File: config.mk
export PLATFORM = sky130hd
export DESIGN_NAME = vec_operand_select
export DESIGN_NICKNAME = d
export VERILOG_FILES = /design/src/rtl/vec_operand_select.sv
export SDC_FILE = /design/constraint.sdc
export NUM_CORES = 1
export LEC_CHECK = 0
export BUFFER_PORTS_ARGS = -buffer_cell sky130_fd_sc_hd__buf_2
export CAP_MARGIN = 25
export CORE_AREA = 8 8 263 265
export CTS_BUF_LIST = sky130_fd_sc_hd__clkbuf_8
export DETAILED_ROUTE_END_ITERATION = 6
export DIE_AREA = 0 0 271 273
export SLEW_MARGIN = 20
export SYNTH_ARGS = -nofsm -noshare
export SYNTH_HDL_FRONTEND = slang
export SYNTH_SLANG_ARGS = --single-unit
File: constraint.sdc
create_clock -name clk -period 1.82 [get_ports clk]
set_input_delay 0.364 -clock clk [delete_from_list [all_inputs] [get_ports clk]]
set_output_delay 0.364 -clock clk [all_outputs]
set_load 0.1 [all_outputs]
File: src/rtl/vec_operand_select.sv
// Operand-fetch/forwarding selector: each lane picks one of NSRC vector sources
// (global, per-lane or broadcast select, masked), held in one valid/ready stage.

module vec_operand_select_lane #(
  parameter int W    = 32,
  parameter int NSRC = 4,
  parameter int SELW = 2
) (
  input  logic [NSRC-1:0][W-1:0] cand,
  input  logic [SELW-1:0]        idx,
  input  logic                   act,
  output logic [W-1:0]           data,
  output logic                   bad
);
  localparam logic [SELW:0] LIMIT = (SELW+1)'(NSRC);

  // Out-of-range is reported even on masked lanes; data stays zero either way.
  assign bad = {1'b0, idx} >= LIMIT;

  always_comb begin
    data = '0;
    for (int s = 0; s < NSRC; s++)
      if (act && idx == SELW'(s)) data = cand[s];
  end
endmodule

module vec_operand_select #(
  parameter  int LANES = 4,
  parameter  int W     = 32,
  parameter  int NSRC  = 4,
  parameter  int CNTW  = 16,
  localparam int SELW  = $clog2(NSRC)
) (
  input  logic                    clk,
  input  logic                    rst_n,
  input  logic                    in_valid,
  output logic                    in_ready,
  input  logic [NSRC*LANES*W-1:0] src,
  input  logic [SELW-1:0]         sel,
  input  logic                    lane_sel_en,
  input  logic [LANES*SELW-1:0]   lane_sel,
  input  logic                    bcast,
  input  logic [LANES-1:0]        mask,
  input  logic                    flush,
  input  logic                    clr_err,
  output logic                    out_valid,
  input  logic                    out_ready,
  output logic [LANES*W-1:0]      out_data,
  output logic [LANES-1:0]        out_mask,
  output logic                    sel_err,
  output logic [CNTW-1:0]         xfer_cnt
);
  typedef enum logic {EMPTY, FULL} state_t;

  typedef struct packed {
    logic [LANES-1:0]        mask;
    logic [LANES-1:0][W-1:0] data;
  } beat_t;

  logic [LANES-1:0][NSRC-1:0][W-1:0] cand;
  logic [LANES-1:0][SELW-1:0]        idx;
  logic [LANES-1:0][W-1:0]           lane_data;
  logic [LANES-1:0]                  lane_bad;

  state_t state;
  beat_t  beat_q;
  beat_t  beat_d;
  logic   accept;

  for (genvar l = 0; l < LANES; l++) begin : g_lane
    // Broadcast feeds every lane from lane 0 of each source.
    for (genvar s = 0; s < NSRC; s++) begin : g_src
      assign cand[l][s] = bcast ? src[s*LANES*W +: W] : src[(s*LANES+l)*W +: W];
    end

    assign idx[l] = (!bcast && lane_sel_en) ? lane_sel[l*SELW +: SELW] : sel;

    vec_operand_select_lane #(.W(W), .NSRC(NSRC), .SELW(SELW)) u_lane (
      .cand (cand[l]),
      .idx  (idx[l]),
      .act  (mask[l]),
      .data (lane_data[l]),
      .bad  (lane_bad[l])
    );
  end

  assign beat_d.mask = mask;
  assign beat_d.data = lane_data;

  assign in_ready  = !flush && (state == EMPTY || out_ready);
  assign accept    = in_valid && in_ready;
  assign out_valid = (state == FULL);
  assign out_data  = beat_q.data;
  assign out_mask  = beat_q.mask;

  always_ff @(posedge clk or negedge rst_n) begin
    if (!rst_n) begin
      state    <= EMPTY;
      beat_q   <= '0;
      sel_err  <= 1'b0;
      xfer_cnt <= '0;
    end else begin
      if (accept) begin
        state    <= FULL;
        beat_q   <= beat_d;
        xfer_cnt <= xfer_cnt + CNTW'(1);
      end else if (flush || out_ready) begin
        state <= EMPTY;
      end

      // Set wins over clear when both land in the same cycle.
      if (accept && |lane_bad) sel_err <= 1'b1;
      else if (clr_err)        sel_err <= 1'b0;
    end
  end
endmodule
==> flow_metrics.env <==
export IMPL_maxSlewViolCount=0
export IMPL_syn_num_nets=1852
export IMPL_syn_avg_cell_area_um2=9.52
export IMPL_ios=685
export IMPL_worst_hold_slack_ps=93.8
export IMPL_ir_worst_vdd_mv=0.508
export IMPL_initialDrtViolationCount=1895
export IMPL_postLayoutCellArea_mm2=0.0193
export IMPL_cts_root_buf="clkbuf_8"
export IMPL_grt_max_degree=58
export IMPL_initial_core_util_pct=19.3
export IMPL_p_leak_nw=9.15
export IMPL_grt_ovfl_total=0
export IMPL_synth_top_area_cell="dfrtp_1"
export IMPL_yosysUniqueCellTypes=59
export IMPL_slew_limit_headroom_pct=53.6
export IMPL_final_fill_count=6930
export IMPL_grtUsageMet2_pct=31.2
export IMPL_cap_violations=0
export IMPL_crit_arrival_ps=2350
export IMPL_period_needed_ps=1880
export IMPL_outcome="finished, violations left"
export IMPL_grt_pass1_wl_mm=117
export IMPL_ys_ff_latch=149
export IMPL_grt_pass1_vias=15200
export IMPL_wl_mm=88.5
export IMPL_drive_above_1_share_pct=51.5
export IMPL_worst_pin_slew_ps=693
export IMPL_gp_congestion=0.957
export IMPL_viasPerCell=5.30
export IMPL_antenna_found_initial=25
export IMPL_max_freq_mhz=531
export IMPL_cts_sinks=149
export IMPL_drcViolationCount=1
export IMPL_clk_latency_ps=570
export IMPL_die_area_mm2=0.0740
export IMPL_std_cell_rows=94
export IMPL_r2r_cells=9
export IMPL_clockBufferDepth=2
export IMPL_dp_slack_ps=-533
export IMPL_finalWorstSetupSlack_ps=-62.4
export IMPL_netlist_area_leader_share_pct=29.7
export IMPL_io_buffer_count=682
export IMPL_firstDrtPassIters=7
export IMPL_rsz0062_at_grt="true"
export IMPL_synth_edf_count=0
export IMPL_cp_max_fo=6
export IMPL_synth_area_leaders="dfrtp_1 (30%), mux2i_1 (15%), mux2_2 (7.4%)"
export IMPL_fin_skew_ps=15.2
export IMPL_final_nets=2568
export IMPL_grt_busiest_layer="met2"
export IMPL_min_period_over_period_pct=103
export IMPL_hp_class="in -> reg"
export IMPL_cts_made_buffers=17
export IMPL_power_density_mw_per_mm2=851
export IMPL_area_growth_pct=54.3
export IMPL_clkTransAtPathRegs_ps=110
export IMPL_yosysSeqAreaShare_pct=29.7
export IMPL_hold_viol=0
export IMPL_dp_hpwl_mm=70.5
export IMPL_syn_inst=1317
export IMPL_cts_tree="built"
export IMPL_grt_usage_pct=21.9
export IMPL_hold_path_depth=3
export IMPL_routedWlPerCell_um=30.3
export IMPL_critPathLaunchType="flip-flop"
export IMPL_met1_usage_pct=31.1
export IMPL_synthesis_area_mm2=0.0125
export IMPL_place_area_mm2=0.0182
export IMPL_synth_flop_cell="dfrtp_1"
export IMPL_coreArea_mm2=0.0650
export IMPL_die_w_um=271
export IMPL_setup_tns_ps=-422
export IMPL_setup_viol=22
export IMPL_met3_usage_pct=7.72
export IMPL_synthArstFlopShare_pct=100
export IMPL_cp_required_ps=2280
export IMPL_num_vias=15500
export IMPL_path_class="reg -> reg"
export IMPL_yosysWarnings=0
export IMPL_setup_worst_path_end_class="flip-flop"
export IMPL_ant_nets=0
export IMPL_h_tree_depth=4
export IMPL_die_h_um=273
export IMPL_violations="design-rule violations, negative setup slack"
-- Yosys cell counts, drive strengths merged (2+ instances only) --
library cell,count
mux2i,195
a221o,16
nand3b,34
a21boi,3
buf,63
dfrtp,149
mux4,17
and3,18
a21o,2
clkbuf,78
nor2,77
o211ai,5
o21a,47
a31o,25
xnor2,8
nand4,2
a221oi,20
a32oi,4
a22oi,47
inv,6
o22a,16
nand2,81
mux2,88
o221ai,26
nor2b,20
xor2,7
o21ai,65
a21oi,13
nand2b,3
a31oi,32
nor3b,3
nand3,5
a222oi,36
and2,3
o22ai,60
nor3,2
o2111ai,3
o31ai,32
-- timing repair --
action | in CTS | in global routing
endpoints found under the setup margin | 84 | 113
buffers inserted | 6 | 4
hold buffers | 2 | 0
resized for setup | 91 | 43
pin swaps | 5 | 4
cloned | 1 | 9
hold endpoints to repair | 150 | 0
-- worst max-delay path: stages, from the launching register on --
cell       delay [ps]
dfrtp_4           490
nor2b_4           140
nor2_4            110
buf_4             150
nand2_8            70
buf_12            150
clkbuf_16         180
buf_4             180
a22oi_1           180
o21ai_0           100
-- cells by family (layout without fill, tap and decap cells) --
logic type / after synthesis / in the layout / synth area share [%]
other: 1 / 14 / 0.0299
DFF: 149 / 149 / 29.7
xor gates and xnor gates: 15 / 15 / 1.05
muxes: 300 / 300 / 26.8
adders and majority gates: 1 / 1 / 0.0998
AOI/OAI and AO/OA: 452 / 452 / 27.2
buffers and inverters: 147 / 876 / 5.19
and+or+nand+nor: 252 / 252 / 9.93
-- metrics by stage --
step	cells	utilization (%)	power, mW
final	2923	29.7	16.5
after global routing	2916	29.7	17.1
after CTS	2898	29.0	16.4
after detailed placement	2858	27.9	13.3
after global placement	2858	27.9	13.3
after floorplan	1317	-	10.4
-- report_power, final --
group          total, mW  leakage [nW]  switching [mW]  internal [mW]
sequential          4.27          1.88           0.396           3.87
clock               2.77         0.189            1.63           1.14
combinational       9.42          7.08            6.86           2.56
total               16.5          9.15            8.89           7.57
-- path summary, 6_finish.rpt --
check / startpoint / to / slack, ps
min: src[404] / out_data[20]$_DFFE_PN0P_ / 90
max in group asynchronous: rst_n / xfer_cnt[0]$_DFFE_PN0P_ / 910
min in group asynchronous: rst_n / out_data[80]$_DFFE_PN0P_ / 300
max reg2reg: out_valid$_DFFE_PN0P_ / out_data[96]$_DFFE_PN0P_ / -60
max: out_valid$_DFFE_PN0P_ / out_data[96]$_DFFE_PN0P_ / -60
min reg2reg: out_data[28]$_DFFE_PN0P_ / out_data[28]$_DFFE_PN0P_ / 470
-- registers in the layout, summed over array words and instances (netlist names) --
signal	cells
out_data	128
out_mask	4
out_valid	1
xfer_cnt	16
-- placed cells by master (no fill, tap or decap), types with 20 or more instances in the layout --
master | Yosys | routed
buf_2 | 51 | 597
mux2i_1 | 194 | 191
buf_4 | 3 | 168
dfrtp_1 | 149 | 138
mux2_2 | 82 | 81
nand2_1 | 81 | 80
nor2_1 | 76 | 74
o22ai_1 | 60 | 60
o21a_1 | 47 | 47
buf_12 | 0 | 44
a22oi_1 | 45 | 40
a222oi_1 | 36 | 36
nand3b_1 | 34 | 34
a31oi_1 | 32 | 32
o31ai_1 | 32 | 32
o21ai_1 | 7 | 30
o21ai_0 | 58 | 29
o221ai_1 | 26 | 26
a221oi_2 | 10 | 20
-- layer usage --
metal / vias up / part of all wire [%]
met4: 20 / 2.0
met5: - / 0.14
met1: 7610 / 45
met3: 140 / 10
met2: 1079 / 42
li1: 6638 / -
-- cell type report --
cell class / instances / area, um2 / area share [%]
timing repair buffer: 838 / 5590 / 28.9
clock buffer: 19 / 262 / 1.35
antenna: 13 / 32.5 / 0.168
sequential: 149 / 3760 / 19.4
multi-input combinational: 1021 / 8480 / 43.9
tap: 864 / 1080 / 5.59
clock inverter: 13 / 108 / 0.556
inverter: 6 / 22.5 / 0.116
Power figures use the tool's default switching activity.
